<file path="src/rtl/valu_issue_ctrl.sv">
// VALU issue queue: holds VALU ops until the shared FLU writeback port is free.
// Optional perf counters are compiled in with `define VALU_ISSUE_PERF_EN.
module valu_issue_ctrl #(
    parameter int unsigned DEPTH         = 4,
    parameter int unsigned TRANS_ID_BITS = 3,
    parameter int unsigned STARVE_LIMIT  = 8
) (
    input  logic                     clk_i,
    input  logic                     rst_ni,
    input  logic                     flush_i,
    input  logic                     issue_valid_i,
    output logic                     issue_ready_o,
    input  logic [31:0]              issue_operand_a_i,
    input  logic [31:0]              issue_operand_b_i,
    input  logic [TRANS_ID_BITS-1:0] issue_trans_id_i,
    input  logic                     flu_port_busy_i,
    input  logic                     valu_ready_i,
    output logic                     valu_valid_o,
    output logic [31:0]              valu_operand_a_o,
    output logic [31:0]              valu_operand_b_o,
    output logic [TRANS_ID_BITS-1:0] valu_trans_id_o,
    output logic                     flu_hold_o,
    output logic [$clog2(DEPTH):0]   count_o
`ifdef VALU_ISSUE_PERF_EN
    ,
    output logic [31:0]              perf_fire_cnt_o,
    output logic [31:0]              perf_block_cnt_o,
    output logic [31:0]              perf_hold_cnt_o
`endif
);

    localparam int unsigned PW = $clog2(DEPTH);
    localparam int unsigned CW = PW + 1;
    localparam int unsigned SW = $clog2(STARVE_LIMIT + 1);

    localparam logic [CW-1:0] FULL  = CW'(DEPTH);
    localparam logic [SW-1:0] LIMIT = SW'(STARVE_LIMIT);

    typedef struct packed {
        logic [31:0]              a;
        logic [31:0]              b;
        logic [TRANS_ID_BITS-1:0] id;
    } entry_t;

    typedef enum logic [1:0] {
        IDLE = 2'd0,
        WAIT = 2'd1,
        HOLD = 2'd2
    } state_e;

    entry_t        mem_q [DEPTH];
    entry_t        head;
    entry_t        wr_entry;
    logic [PW-1:0] wr_ptr_q;
    logic [PW-1:0] rd_ptr_q;
    logic [CW-1:0] count_q;
    state_e        state_q;
    state_e        state_d;
    logic [SW-1:0] starve_q;
    logic [SW-1:0] starve_d;
    logic [SW-1:0] starve_inc;
    logic          nonempty;
    logic          push;
    logic          fire;

    assign nonempty      = (count_q != '0);
    assign issue_ready_o = (count_q < FULL) & ~flush_i;
    assign push          = issue_valid_i & issue_ready_o;
    assign fire          = nonempty & ~flu_port_busy_i
                         & valu_ready_i & ~flush_i;

    assign wr_entry.a  = issue_operand_a_i;
    assign wr_entry.b  = issue_operand_b_i;
    assign wr_entry.id = issue_trans_id_i;

    assign head             = mem_q[rd_ptr_q];
    assign valu_valid_o     = fire;
    assign valu_operand_a_o = nonempty ? head.a  : '0;
    assign valu_operand_b_o = nonempty ? head.b  : '0;
    assign valu_trans_id_o  = nonempty ? head.id : '0;
    assign count_o          = count_q;

    // Payload storage; validity is tracked by count/pointers only.
    always_ff @(posedge clk_i) begin
        if (push) begin
            mem_q[wr_ptr_q] <= wr_entry;
        end
    end

    always_ff @(posedge clk_i or negedge rst_ni) begin
        if (!rst_ni) begin
            wr_ptr_q <= '0;
            rd_ptr_q <= '0;
            count_q  <= '0;
        end else if (flush_i) begin
            wr_ptr_q <= '0;
            rd_ptr_q <= '0;
            count_q  <= '0;
        end else begin
            if (push) begin
                wr_ptr_q <= wr_ptr_q + PW'(1);
            end
            if (fire) begin
                rd_ptr_q <= rd_ptr_q + PW'(1);
            end
            unique case ({push, fire})
                2'b10:   count_q <= count_q + CW'(1);
                2'b01:   count_q <= count_q - CW'(1);
                default: count_q <= count_q;
            endcase
        end
    end

    always_ff @(posedge clk_i or negedge rst_ni) begin
        if (!rst_ni) begin
            state_q  <= IDLE;
            starve_q <= '0;
        end else begin
            state_q  <= state_d;
            starve_q <= starve_d;
        end
    end

    assign starve_inc = (starve_q == LIMIT) ? starve_q
                                            : starve_q + SW'(1);

    always_comb begin
        state_d  = state_q;
        starve_d = starve_q;
        if (flush_i) begin
            state_d  = IDLE;
            starve_d = '0;
        end else begin
            unique case (state_q)
                IDLE: begin
                    if (nonempty && !fire) begin
                        starve_d = SW'(1);
                        state_d  = (LIMIT == SW'(1)) ? HOLD : WAIT;
                    end
                end
                WAIT: begin
                    if (fire || !nonempty) begin
                        state_d  = IDLE;
                        starve_d = '0;
                    end else begin
                        starve_d = starve_inc;
                        if (starve_inc == LIMIT) begin
                            state_d = HOLD;
                        end
                    end
                end
                HOLD: begin
                    if (fire || !nonempty) begin
                        state_d  = IDLE;
                        starve_d = '0;
                    end
                end
                default: begin
                    state_d  = IDLE;
                    starve_d = '0;
                end
            endcase
        end
    end

    // Hold is taken straight from the state register, so it is glitch-free.
    always_comb begin
        flu_hold_o = (state_q == HOLD);
    end

`ifdef VALU_ISSUE_PERF_EN
    always_ff @(posedge clk_i or negedge rst_ni) begin
        if (!rst_ni) begin
            perf_fire_cnt_o  <= '0;
            perf_block_cnt_o <= '0;
            perf_hold_cnt_o  <= '0;
        end else begin
            if (fire) begin
                perf_fire_cnt_o <= perf_fire_cnt_o + 32'd1;
            end
            if (nonempty && !fire && !flush_i) begin
                perf_block_cnt_o <= perf_block_cnt_o + 32'd1;
            end
            if (flu_hold_o) begin
                perf_hold_cnt_o <= perf_hold_cnt_o + 32'd1;
            end
        end
    end
`endif

endmodule
</file>
<file path="config.mk">
export PLATFORM = sky130hd
export DESIGN_NAME = valu_issue_ctrl
export DESIGN_NICKNAME = d
export VERILOG_FILES = /design/src/rtl/valu_issue_ctrl.sv
export SDC_FILE = /design/constraint.sdc
export NUM_CORES = 1
export LEC_CHECK = 0
export ABC_CLOCK_PERIOD_IN_PS = 3100
export CORE_MARGIN = 2
export CORE_UTILIZATION = 50
export CTS_CLUSTER_SIZE = 30
export DETAILED_ROUTE_END_ITERATION = 12
export GPL_TIMING_DRIVEN = 0
export PLACE_DENSITY = 0.76
export RECOVER_POWER = 100
export SYNTH_ARGS = -nofsm -noshare
export SYNTH_HDL_FRONTEND = slang
export SYNTH_SLANG_ARGS = --single-unit
</file>
<file path="constraint.sdc">
create_clock -name clk_i -period 3.1 [get_ports clk_i]
set_input_delay 0.465 -clock clk_i [delete_from_list [all_inputs] [get_ports clk_i]]
set_output_delay 0.465 -clock clk_i [all_outputs]
set_load 0.03 [all_outputs]
</file>
Word level (Yosys, flattened, before mapping)
Memory sizes are Yosys's and may differ from the RTL's.
Cells that the tools add are included.
{ "totals": {"inputBits": 73, "ff_bits": 13, "mem_count": 1, "mem_bits_rw": 268, "out_inout_bits": 73} }
{ "memory_table": {"columns": ["name", "words", "width", "read_ports", "rd_clocked_by_memory_dff", "write_ports", "line_no", "rtl"], "rows": [
  ["mem_q", 4, 67, 1, 0, 1, "51", "entry_t mem_q [DEPTH];"]
]} }
{ "op_classes": {"eq_ne": 9, "bitwise_logic": 7, "mux": 23, "reduce_logical": 11, "magnitude_cmp": 1, "n_addsub": 5} }
{ "ops": {"columns": ["op", "n"], "rows": [
  ["$mux 32", 2],
  ["$mux 4", 5],
  ["$mux 2", 9],
  ["$pmux 4 s3", 1],
  ["$eq 4x4->1 const B", 2],
  ["$mux 3", 2],
  ["$pmux 2 s3", 1],
  ["$pmux 3 s2", 1],
  ["$reduce_bool 3->1", 2],
  ["$and 1x1->1", 5],
  ["$add 2x1->2 const B", 2],
  ["$add 4x1->4 const B", 1],
  ["$eq 2x1->1 const B", 2],
  ["$eq 2x2->1 const B", 2],
  ["$ne 4x4->1 const B", 1],
  ["$reduce_bool 2->1", 2],
  ["$add 3x1->3 const B", 1],
  ["$lt 3x3->1 const B", 1],
  ["$ne 3x2->1 const B", 1],
  ["$ne 3x3->1 const B", 1],
  ["$reduce_and 3->1", 1],
  ["$sub 3x1->3 const B", 1],
  ["$logic_not 1->1", 2],
  ["$logic_not 2->1", 1],
  ["other kinds (5)", 7]
]} }

Longest topological paths before layout
Gate-level depths: netlist of run 1.
{ "logic_depth": {"word_depth": 9, "mapped_depth": 9, "mapped_depth_nobuf": 7} }

Worst setup path after synthesis of run 1
Ideal clock, no wire load.
{ "synth_path": {"path_type": "reg2reg", "startpoint": "register count_q[2] (netlist: count_o[2])", "endpoint": "memory mem_q[0][0] (netlist name), enable pin", "setup_slack_ns": -0.060, "path_stages_with_launch": 5, "arrival_time_ns": 2.728, "path_cell_list": "dfrtp_1 > and2b_1 > nor2b_1 > clkbuf_2 > and2_1"} }
{ "synth_via": {"elab_chain_cells": 5} }
{ "synth_lines": {"columns": ["item", "line_no", "rtl"], "rows": [
  ["start: declaration", "56", "logic [CW-1:0] count_q;"],
  ["start signal: assignment", "107", "2'b10: count_q <= count_q + CW'(1);"],
  ["start signal: assignment", "108", "2'b01: count_q <= count_q - CW'(1);"],
  ["start signal: assignment", "109", "default: count_q <= count_q;"],
  ["$lt 3x3->1", "67", "assign issue_ready_o = (count_q < FULL) & ~flush_i;"],
  ["$and 1x1->1", "67", null],
  ["$and 1x1->1", "68", "assign push = issue_valid_i & issue_ready_o;"],
  ["$mux 1", "85", "if (push) begin"],
  ["$mux 1 (implied by the code)", "86", "mem_q[wr_ptr_q] <= wr_entry;"],
  ["end: declaration", "51", null]
]} }
Every way passes these cells.

Worst setup path in the final report of run 1
{ "layout_path": {"startpoint": "register count_q[2] (netlist: count_o[2])", "endpoint": "output port valu_operand_a_o[2]"} }
{ "layout_via": {"elab_chain_cells": 2} }
{ "layout_lines": {"columns": ["item", "line_no", "rtl"], "rows": [
  ["$reduce_bool 3->1", "66", "assign nonempty = (count_q != '0);"],
  ["$mux 32", "78", "assign valu_operand_a_o = nonempty ? head.a : '0;"],
  ["end: declaration", "19", "output logic [31:0] valu_operand_a_o,"]
]} }
Every way passes these cells.

==> results of run 1 <==
[layout by cell type, fill, tap and decap left out, types with 13 or more instances in the layout]
cell,instances
sky130_fd_sc_hd__and2_0,22
sky130_fd_sc_hd__and2_1,46
sky130_fd_sc_hd__clkbuf_1,22
sky130_fd_sc_hd__clkbuf_16,29
sky130_fd_sc_hd__clkdlybuf4s50_1,32
sky130_fd_sc_hd__clkinv_1,13
sky130_fd_sc_hd__dlygate4sd2_1,27
sky130_fd_sc_hd__dlygate4sd3_1,72
sky130_fd_sc_hd__edfxtp_1,268
sky130_fd_sc_hd__mux4_2,67
[flip-flops by register name, indices dropped and copies added (netlist names)]
register / count
count_o: 3
wr_ptr_q: 2
state_q: 2
mem_q: 268
rd_ptr_q: 2
starve_q: 4
[timing repair]
| action | CTS | global route |
|---|---|---|
| resized for setup | 43 | 21 |
| setup buffers | 0 | 0 |
| hold buffers | 0 | 0 |
| endpoints found under the setup margin | 68 | 39 |
[routing by layer]
| metal | vias up | wire, um | track usage |
|---|---|---|---|
| met3 | 45 | 1370 | 0.0427 |
| met4 | 2 | 437 | 0.0476 |
| met5 | - | 11 | 0 |
| li1 | 2472 | - | - |
| met2 | 198 | 11200 | 0.325 |
| met1 | 2866 | 8800 | 0.245 |
[kinds of logic (layout without fill, tap and decap cells)]
group | count (synthesis) | in the layout | synth area share
other | 0 | 1 | 0
AO/OA/AOI/OAI | 16 | 16 | 0.0112
XOR/XNOR | 7 | 7 | 0.00724
AND/OR/NAND/NOR | 113 | 113 | 0.0613
flip-flops | 281 | 281 | 0.757
adder cells (fa/ha/maj) | 7 | 7 | 0.00860
buffers and inverters | 34 | 232 | 0.0147
multiplexers | 71 | 71 | 0.140
[metrics by stage]
stage | std cells | TNS (ns) | cell area [um2] | hold slack [ns] | setup slack, ns
after floorplan | 529 | 0 | 11100 | 0.169 | 0.670
after global placement | 954 | -92.79 | 12900 | 0.582 | -0.365
after detailed placement | 958 | 0 | 13000 | 0.640 | 0.102
after CTS | 1007 | 0 | 13800 | 0.318 | 0.000882
after global routing | 1007 | -2.87 | 13700 | 0.423 | -0.0643
final | 1008 | 0 | 13700 | 0.404 | 0.0518
[how the worst max path moves through the flow]
stage,end,slack (ns),depth (start not counted)
after floorplan,mem_q[0][0]$_DFFE_PP_,0.67,4
after global placement,mem_q[2][15]$_DFFE_PP_,-0.37,5
after detailed placement,issue_ready_o,0.10,5
after CTS,valu_operand_b_o[20],0.0009,5
after global routing,valu_operand_b_o[17],-0.06,4
final,valu_operand_a_o[2],0.05,5
[where the power goes]
| part | internal [uW] | switching (uW) | leakage, uW | total, uW |
|---|---|---|---|---|
| Clock | 1850 | 1330 | 0.000417 | 3180 |
| Sequential | 4310 | 42.9 | 0.00261 | 4350 |
| Combinational | 521 | 774 | 0.00156 | 1300 |
| Total | 6680 | 2140 | 0.00459 | 8830 |
[area by class of cell]
cell class,instances,area [um2]
plain buffers,27,164
clock buffers,31,733
multi-input cells,214,2530
repair buffers,149,1400
inverters,5,18.8
clock inverters,20,141
fillers,1530,8040
well taps,280,350
diodes,1,2.50
flip-flops and latches,281,8380
==> results.md, run 1 <==
## Worst setup path
* capturing element type of the critical path: output pin
* crit-path leading delay family: buffers and inverters
* slowest library cell on the worst path: sky130_fd_sc_hd__clkdlybuf4s50_1
* Max stage delay on crit path: 0.61 ns
* maximum fanout along the worst path: 10
* CP cell instances: or3_1, buf_6, clkbuf_2, and2_0, clkdlybuf4s50_1
* cell depth of the worst flop-to-flop path: 5
* minimum setup slack among reg-to-reg paths: 0.11 ns
* origin of the critical flop-to-flop path: count_o[2]$_DFFE_PN0P_
* Data arrival, critical path: 2.58 ns
* Worst EP required: 2.63 ns
* CP Class: reg -> out
* Buf+Inv Stages, Crit Path: 3
* startpoint class of the critical path: register
* source of the critical timing path: count_o[2]$_DFFE_PN0P_
* worst reg2reg endpoint: mem_q[0][63]$_DFFE_PP_

## Floorplan
* effective utilization at floorplan: 0.509
* Die X-Extent: 153 um
* ports placed on the boundary: 146
* area of the die: 23300 um2
* area inside the core boundary: 21800 um2
* site row count: 54
* Die Height: 153 um

## Cells and area
* final core utilization: 0.630
* proportion of layout cells with a drive suffix above 1: 0.184
* number of nets at the end of the flow: 787
* area growth from synthesis to final layout: 24.0%

## Timing
* fin crit share: 0.983
* Worst Tran Pin Value: 1.05 ns
* Worst Skew: 0.0163 ns
* endpoints failing hold: 0
* number of endpoints failing setup at the final stage: 0
* setup repair after global routing missed its margin: true
* Period minus WS final: 3.05 ns
* Max-Slew Margin vs Limit: 0.302
* count of final max-slew check failures: 0
* upper clock frequency limit: 328 MHz

## Logic synthesis
* sequential area share after synthesis: 0.757
* Top FF cell, synth: sky130_fd_sc_hd__edfxtp_1
* count of warnings emitted by yosys: 0
* cells taking the most area after synthesis: sky130_fd_sc_hd__edfxtp_1, sky130_fd_sc_hd__mux4_2, sky130_fd_sc_hd__and2_1, sky130_fd_sc_hd__dfrtp_1, sky130_fd_sc_hd__ha_1
* Post-Synthesis Cell Area: 11100 um2
* net count after synthesis: 609
* share of the synthesized area in the top cell type: 0.727
* average footprint of a synthesized cell: 20.9 um2
* number of storage elements in the synthesis netlist: 281
* share of flip-flops with an asynchronous set or reset after synthesis: 0.0463
* cell with the most instances after synthesis: sky130_fd_sc_hd__edfxtp_1
* largest area contributor in the synthesized netlist: sky130_fd_sc_hd__edfxtp_1
* count of unique library cells instantiated by Yosys: 42
* instance count of the mapped netlist: 529
* top cells by count, synth: sky130_fd_sc_hd__edfxtp_1, sky130_fd_sc_hd__and2_1, sky130_fd_sc_hd__mux4_2, sky130_fd_sc_hd__clkbuf_1, sky130_fd_sc_hd__dfrtp_1
* number of synthesized flops with an enable pin: 268

## Placement
* I/O Buffers: 145
* detailed placer's ending HPWL: 13600 um
* final weighted congestion in routability-driven placement: 0.860

## Power
* leakage power: 0.00459 uW
* overall power consumption: 8830 uW
* power density over cell area: 644 nW/um2
* worst vdd ir: 0.538 mV

## Worst hold path
* path category of the worst min-delay check: in -> async

## Route
* routed wire length: 21800 um
* post-route DRC violation count: 0
* routed length per placed instance: 21.6 um
* first-pass detailed-route iteration total: 5
* vias: 5583
* number of nets with antenna violations after detailed routing: 0
* ratio of routed vias to standard cells: 5.54
* Starting DRT DRC Count: 325

## GRT
* largest net degree at the start of global routing: 57
* GRT Total Usage: 0.188
* number of antenna violations at the first check in global routing: 2
* number of global-route vias before repair: 6098
* GRT Residual Overflow: 0
* first-pass GRT wire length: 34200 um

## Clock tree
* CTS H-Tree Depth: 1
* TritonCTS clock tree: done
* number of CTS-inserted buffers: 29
* root buffer cell: sky130_fd_sc_hd__clkbuf_16
* deepest clock path buffer count: 3
* clock input transition at the sequential cells of the worst setup and hold paths: 0.06 ns
* clock latency on the worst-skew pair: 0.53 ns
* Sink Count: 281

## Run status
* run status: finished, final reports clean

## Job
* number of violations of the max-capacitance limit: 0

No activity file was read; power rests on OpenSTA's default activity.
==> run 2: changes to the inputs <==
--- a/config.mk
+++ b/config.mk
@@ -6,6 +6,7 @@
 export NUM_CORES = 1
 export LEC_CHECK = 0
 export ABC_CLOCK_PERIOD_IN_PS = 3100
+export CAP_MARGIN = 20
 export CORE_MARGIN = 2
 export CORE_UTILIZATION = 50
 export CTS_CLUSTER_SIZE = 30
@@ -13,6 +14,7 @@
 export GPL_TIMING_DRIVEN = 0
 export PLACE_DENSITY = 0.76
 export RECOVER_POWER = 100
+export REMOVE_ABC_BUFFERS = 1
 export SYNTH_ARGS = -nofsm -noshare
 export SYNTH_HDL_FRONTEND = slang
 export SYNTH_SLANG_ARGS = --single-unit
==> run 2 against run 1 <==
Net effect: sequential share of layout area rose by 0.42 points; core utilization down 0.39 points; sequential power about the same; critical path type unchanged; highest routed layer unchanged.
==> results.md, run 2 (synthesis gave the netlist of run 1 again) <==
## GRT
* GRT Total Usage: 0.175, was 0.188
* number of antenna violations at the first check in global routing: 4, was 2
* largest net degree at the start of global routing: 45, was 57
* GRT Residual Overflow: 0, unchanged
* number of global-route vias before repair: 6016, was 6098
* first-pass GRT wire length: 32300 um, was 34200 um

## Clock tree
* Sink Count: 281, unchanged
* number of buffers inserted for hold repair after clock tree synthesis: 0, unchanged
* deepest clock path buffer count: 3, unchanged
* CTS H-Tree Depth: 1, unchanged
* TritonCTS clock tree: done, unchanged
* clock latency on the worst-skew pair: 0.53 ns, about the same
* root buffer cell: sky130_fd_sc_hd__clkbuf_16, unchanged
* clock input transition at the sequential cells of the worst setup and hold paths: 0.06 ns, about the same
* number of CTS-inserted buffers: 29, unchanged

## Worst setup path
* crit-path leading delay family: buffers and inverters, unchanged
* CP cell instances: buf_16, mux4_2, and2_1, clkdlybuf4s50_1, was or3_1, buf_6, clkbuf_2, and2_0, clkdlybuf4s50_1
* Data arrival, critical path: 2.55 ns, was 2.58 ns
* Max stage delay on crit path: 0.63 ns, was 0.61 ns
* CP Class: reg -> out, unchanged
* origin of the critical flop-to-flop path: count_o[2]$_DFFE_PN0P_, unchanged
* cell depth of the worst flop-to-flop path: 4, was 5
* worst reg2reg endpoint: mem_q[0][26]$_DFFE_PP_, was mem_q[0][63]$_DFFE_PP_
* Worst EP required: 2.63 ns, about the same
* Buf+Inv Stages, Crit Path: 2, was 3
* maximum fanout along the worst path: 38, was 10
* slowest library cell on the worst path: sky130_fd_sc_hd__dfrtp_4, was sky130_fd_sc_hd__clkdlybuf4s50_1
* capturing element type of the critical path: output pin, unchanged
* Crit. path cell count: 4, was 5
* termination of the worst setup path: valu_operand_a_o[19], was valu_operand_a_o[2]
* minimum setup slack among reg-to-reg paths: 0.31 ns, was 0.11 ns
* source of the critical timing path: rd_ptr_q[1]$_DFFE_PN0P_, was count_o[2]$_DFFE_PN0P_
* startpoint class of the critical path: register, unchanged

## Timing
* setup repair after global routing missed its margin: false, was true
* upper clock frequency limit: 332 MHz, was 328 MHz
* Hold Slack: 0.388 ns, was 0.404 ns
* Period minus WS final: 3.02 ns, was 3.05 ns
* Worst Skew: 0.0114 ns, was 0.0163 ns
* Max-Slew Margin vs Limit: 0.472, was 0.302
* endpoints failing hold: 0, unchanged
* Worst Tran Pin Value: 0.784 ns, was 1.05 ns
* post-route setup slack: 0.0838 ns, was 0.0518 ns
* fin crit share: 0.973, was 0.983
* number of endpoints failing setup at the final stage: 0, unchanged
* count of final max-slew check failures: 0, unchanged

## Route
* first-pass detailed-route iteration total: 5, unchanged
* routed length per placed instance: 20.9 um, was 21.6 um
* Starting DRT DRC Count: 309, was 325
* vias: 5549, was 5583
* routed wire length: 20900 um, was 21800 um
* number of nets with antenna violations after detailed routing: 0, unchanged
* post-route DRC violation count: 0, unchanged
* ratio of routed vias to standard cells: 5.57, was 5.54

## Power
* switching share of total power: 0.243, about the same
* total net switching power: 2150 uW, was 2140 uW
* Comb pwr share: 0.139, was 0.147
* leakage power: 0.00454 uW, was 0.00459 uW
* worst vdd ir: 0.727 mV, was 0.538 mV
* power density over cell area: 649 nW/um2, was 644 nW/um2
* Clk pwr share: 0.368, was 0.360
* register share of total power: 0.493, about the same
* internal cell power: 6700 uW, was 6680 uW
* overall power consumption: 8850 uW, was 8830 uW

## Cells and area
* proportion of layout cells with a drive suffix above 1: 0.186, was 0.184
* number of nets at the end of the flow: 771, was 787
* commonest cells after routing, fill and taps aside: sky130_fd_sc_hd__edfxtp_1, sky130_fd_sc_hd__dlygate4sd3_1, sky130_fd_sc_hd__mux4_2, unchanged
* total of fill cells in the finished design: 1536, was 1530
* flip-flop count of the largest register, all copies and words added: 268, unchanged
* area growth from synthesis to final layout: 23.2%, was 24.0%
* largest register by flop count: mem_q, unchanged
* final core utilization: 0.626, was 0.630
* most common cell after layout, fill and taps aside: sky130_fd_sc_hd__edfxtp_1, unchanged
* post-layout instance area: 13600 um2, was 13700 um2

## Placement
* detailed placer's ending HPWL: 12000 um, was 13600 um
* pre-CTS worst setup slack: -0.344 ns, was 0.102 ns
* post-detailed-placement cell area: 12900 um2, was 13000 um2
* final weighted congestion in routability-driven placement: 0.778, was 0.860
* I/O Buffers: 145, unchanged

## Floorplan
* site row count: 54, unchanged
* area inside the core boundary: 21800 um2, unchanged
* area of the die: 23300 um2, unchanged
* effective utilization at floorplan: 0.509, unchanged
* Die X-Extent: 153 um, unchanged
* Die Height: 153 um, unchanged
* ports placed on the boundary: 146, unchanged

## Worst hold path
* path category of the worst min-delay check: in -> async, unchanged

## Run status
* run status: finished, final reports clean, unchanged

## Job
* number of violations of the max-capacitance limit: 0, unchanged

-- run 2: changes by cell type in the layout (fill, tap and decap cells not counted), moves of 3 or more --
cell	previous run	this run
sky130_fd_sc_hd__dlygate4sd2_1	27	8
sky130_fd_sc_hd__clkbuf_1	22	49
sky130_fd_sc_hd__clkbuf_2	8	0
sky130_fd_sc_hd__clkdlybuf4s50_1	32	16
sky130_fd_sc_hd__and2_4	1	5
sky130_fd_sc_hd__dlymetal6s2s_1	2	7
sky130_fd_sc_hd__and2_1	46	60
sky130_fd_sc_hd__and2_2	3	0
sky130_fd_sc_hd__buf_4	8	4
sky130_fd_sc_hd__clkinv_1	13	3
sky130_fd_sc_hd__and2_0	22	7
-- run 2: routing by layer --
| metal | routed length [um] | global-route usage | share of wire |
|---|---|---|---|
| met1 | 8730 | 0.227 | 0.42 |
| met2 | 10700 | 0.306 | 0.51 |
| met3 | 1080 | 0.0390 | 0.052 |
| met4 | 325 | 0.0414 | 0.016 |
| met5 | 13 | 0 | 0.00062 |
-- run 2: final cells by class --
cell class,count,area (um2),area share
flip-flops and latches,281,8380,0.615
clock inverters,13,100,0.00734
clock buffers,41,812,0.0596
well taps,280,350,0.0257
repair buffers,159,1420,0.104
multi-input cells,215,2540,0.186
diodes,3,7.51,0.000551
inverters,5,18.8,0.00138
-- run 2: metrics by stage --
stage,TNS [ns],cells
3_5_place_dp,-48.03,932
3_3_place_gp,-743.40,925
5_1_grt,0,996
2_1_floorplan,-138.03,500
4_1_cts,0,991
6_report,0,997
-- run 2: repair_timing --
action                     in CTS  in global routing
setup buffers                   5                  1
gates cloned                    0                  2
resized for setup               9                 48
setup endpoints to repair      68                 59
-- run 2: worst min-delay path by stage --
stage / start / end / slack [ns] / cells after the start
6_report: rst_ni / count_o[2]$_DFFE_PN0P_ / 0.39 / 1
5_1_grt: rst_ni / starve_q[1]$_DFFE_PN0P_ / 0.44 / 1
4_1_cts: rst_ni / state_q[0]$_DFFE_PN0P_ / 0.31 / 1
3_5_place_dp: wr_ptr_q[0]$_DFFE_PN0P_ / wr_ptr_q[0]$_DFFE_PN0P_ / 0.61 / 2
3_3_place_gp: wr_ptr_q[0]$_DFFE_PN0P_ / wr_ptr_q[0]$_DFFE_PN0P_ / 0.58 / 2
2_1_floorplan: rst_ni / count_o[0]$_DFFE_PN0P_ / 0.17 / 0
-- run 2: power groups by stage --
stage | clock network [uW] | logic [uW] | registers, uW
6_report | 3260 | 1230 | 4360
5_1_grt | 3480 | 1320 | 4370
4_1_cts | 3340 | 1380 | 4360
3_5_place_dp | 0 | 1340 | 4460
3_3_place_gp | 0 | 1280 | 4490
2_1_floorplan | 0 | 725 | 4470
==> run 3: changes to the inputs <==
--- a/config.mk
+++ b/config.mk
@@ -12,7 +12,7 @@
 export CTS_CLUSTER_SIZE = 30
 export DETAILED_ROUTE_END_ITERATION = 12
 export GPL_TIMING_DRIVEN = 0
-export PLACE_DENSITY = 0.76
+export PLACE_DENSITY = 0.87
 export RECOVER_POWER = 100
 export REMOVE_ABC_BUFFERS = 1
 export SYNTH_ARGS = -nofsm -noshare
==> run 3 against run 2 <==
Net effect: combinational power hardly changed; critical path depth did not move; clock skew down 0.0052 ns; global-route usage grew 1.5 points; core utilization rose by 0.47 points; design area grew 0.74%; sequential share of layout area decreased by 0.44 points; power is 0.38% higher; worst setup slack worse by 0.010 ns; non-clock buffer count down 1; clock power hardly changed; critical path type unchanged; largest cell class unchanged.
==> results.md, run 3 (synthesis gave the netlist of run 1 again) <==
## Run status
* run status: finished, final reports clean, unchanged

## Clock tree
* clock latency on the worst-skew pair: 0.53 ns, about the same
* number of buffers inserted for hold repair after clock tree synthesis: 0, unchanged
* root buffer cell: sky130_fd_sc_hd__clkbuf_16, unchanged
* deepest clock path buffer count: 3, unchanged
* clock input transition at the sequential cells of the worst setup and hold paths: 0.06 ns, about the same
* Sink Count: 281, unchanged
* TritonCTS clock tree: done, unchanged
* number of CTS-inserted buffers: 29, unchanged
* CTS H-Tree Depth: 1, unchanged

## Power
* power density over cell area: 647 nW/um2, was 649 nW/um2
* worst vdd ir: 0.487 mV, was 0.727 mV
* overall power consumption: 8880 uW, was 8850 uW
* leakage power: 0.00466 uW, was 0.00454 uW

## Placement
* Placed Instances: 932, unchanged
* final weighted congestion in routability-driven placement: 0.799, was 0.778
* detailed placer's ending HPWL: 12700 um, was 12000 um
* post-detailed-placement cell area: 12900 um2, about the same
* pre-CTS worst setup slack: -0.316 ns, was -0.344 ns
* I/O Buffers: 145, unchanged

## Timing
* post-route setup slack: 0.0733 ns, was 0.0838 ns
* Period minus WS final: 3.03 ns, was 3.02 ns
* upper clock frequency limit: 330 MHz, was 332 MHz
* endpoints failing hold: 0, unchanged
* number of endpoints failing setup at the final stage: 0, unchanged
* fin crit share: 0.976, was 0.973
* Worst Skew: 0.00621 ns, was 0.0114 ns
* Max-Slew Margin vs Limit: 0.448, was 0.472
* setup repair after global routing missed its margin: false, unchanged
* count of final max-slew check failures: 0, unchanged
* Worst Tran Pin Value: 0.820 ns, was 0.784 ns

## Cells and area
* number of nets at the end of the flow: 770, was 771
* area growth from synthesis to final layout: 24.1%, was 23.2%
* most common cell after layout, fill and taps aside: sky130_fd_sc_hd__edfxtp_1, unchanged
* final core utilization: 0.631, was 0.626
* largest register by flop count: mem_q, unchanged
* proportion of layout cells with a drive suffix above 1: 0.191, was 0.186
* commonest cells after routing, fill and taps aside: sky130_fd_sc_hd__edfxtp_1, sky130_fd_sc_hd__dlygate4sd3_1, sky130_fd_sc_hd__mux4_2, unchanged
* post-layout instance area: 13700 um2, was 13600 um2
* final non-filler cell total: 995, was 997
* total of fill cells in the finished design: 1471, was 1536
* flip-flop count of the largest register, all copies and words added: 268, unchanged

## Worst setup path
* source of the critical timing path: count_o[1]$_DFFE_PN0P_, was rd_ptr_q[1]$_DFFE_PN0P_
* Data arrival, critical path: 2.56 ns, was 2.55 ns
* CP Class: reg -> out, unchanged
* capturing element type of the critical path: output pin, unchanged
* maximum fanout along the worst path: 45, was 38
* Worst EP required: 2.63 ns, about the same
* origin of the critical flop-to-flop path: count_o[2]$_DFFE_PN0P_, unchanged
* startpoint class of the critical path: register, unchanged

## Worst hold path
* path category of the worst min-delay check: in -> async, unchanged

## Route
* number of nets with antenna violations after detailed routing: 0, unchanged
* ratio of routed vias to standard cells: 5.65, was 5.57
* vias: 5622, was 5549
* routed length per placed instance: 22.1 um, was 20.9 um
* first-pass detailed-route iteration total: 4, was 5
* routed wire length: 22000 um, was 20900 um
* post-route DRC violation count: 0, unchanged
* Starting DRT DRC Count: 355, was 309

## Job
* number of violations of the max-capacitance limit: 0, unchanged

## GRT
* largest net degree at the start of global routing: 46, was 45
* first-pass GRT wire length: 34600 um, was 32300 um
* GRT Residual Overflow: 0, unchanged
* number of antenna violations at the first check in global routing: 1, was 4
* GRT Total Usage: 0.191, was 0.175
* number of global-route vias before repair: 6026, was 6016

## Floorplan
* effective utilization at floorplan: 0.509, unchanged
* area of the die: 23300 um2, unchanged
* ports placed on the boundary: 146, unchanged
* Die Height: 153 um, unchanged
* area inside the core boundary: 21800 um2, unchanged
* Die X-Extent: 153 um, unchanged
* site row count: 54, unchanged

run 3: layout make-up:
class | instances | area (um2) | area share
antenna | 2 | 5.00 | 0.000365
clock inverter | 21 | 163 | 0.0118
sequential | 281 | 8380 | 0.610
multi-input combinational | 215 | 2550 | 0.185
timing repair buffer | 158 | 1520 | 0.111
clock buffer | 33 | 741 | 0.0540
inverter | 5 | 18.8 | 0.00137
tap | 280 | 350 | 0.0255
run 3: path summary, 6_finish.rpt:
| check | end | slack [ns] | cells past startpoint |
|---|---|---|---|
| max | valu_operand_b_o[22] | 0.07 | 4 |
| min | starve_q[1]$_DFFE_PN0P_ | 0.37 | 1 |
| max reg2reg | mem_q[0][13]$_DFFE_PP_ | 0.32 | 4 |
| min reg2reg | wr_ptr_q[0]$_DFFE_PN0P_ | 0.64 | 2 |
| max in group asynchronous | rd_ptr_q[0]$_DFFE_PN0P_ | 2.30 | 1 |
| min in group clk_i | mem_q[3][13]$_DFFE_PP_ | 0.63 | 1 |
run 3: per-layer routing:
| layer | wire length [um] | track usage | vias to the layer above |
|---|---|---|---|
| li1 | - | - | 2453 |
| met5 | 0 | 0 | - |
| met1 | 8900 | 0.249 | 2936 |
| met4 | 508 | 0.0529 | 0 |
| met2 | 11500 | 0.335 | 184 |
| met3 | 1040 | 0.0301 | 49 |
run 3: where the power goes:
group	leakage (uW)	internal, uW	switching [uW]
clock network	0.000446	1880	1390
logic	0.00161	487	760
registers	0.00261	4310	57.1
total	0.00466	6680	2210
run 3: through the flow:
| stage | TNS, ns | hold slack (ns) |
|---|---|---|
| after floorplan | -138.03 | 0.169 |
| after global placement | -712.11 | 0.576 |
| after detailed placement | -46.00 | 0.611 |
| after CTS | 0 | 0.295 |
| after global routing | 0 | 0.412 |
| final | 0 | 0.370 |
run 3: critical path, cell delays in order (launching register included):
cell	delay, ns
sky130_fd_sc_hd__dfrtp_1	0.49
sky130_fd_sc_hd__or3_4	0.54
sky130_fd_sc_hd__buf_12	0.21
sky130_fd_sc_hd__and2_1	0.16
sky130_fd_sc_hd__clkdlybuf4s50_1	0.59
run 3: repair_timing:
action	in CTS	in global routing
hold endpoints to repair	0	0
setup buffers	4	1
pin swaps	1	0
setup endpoints to repair	68	18
gates resized for setup	51	18
cloned	2	0
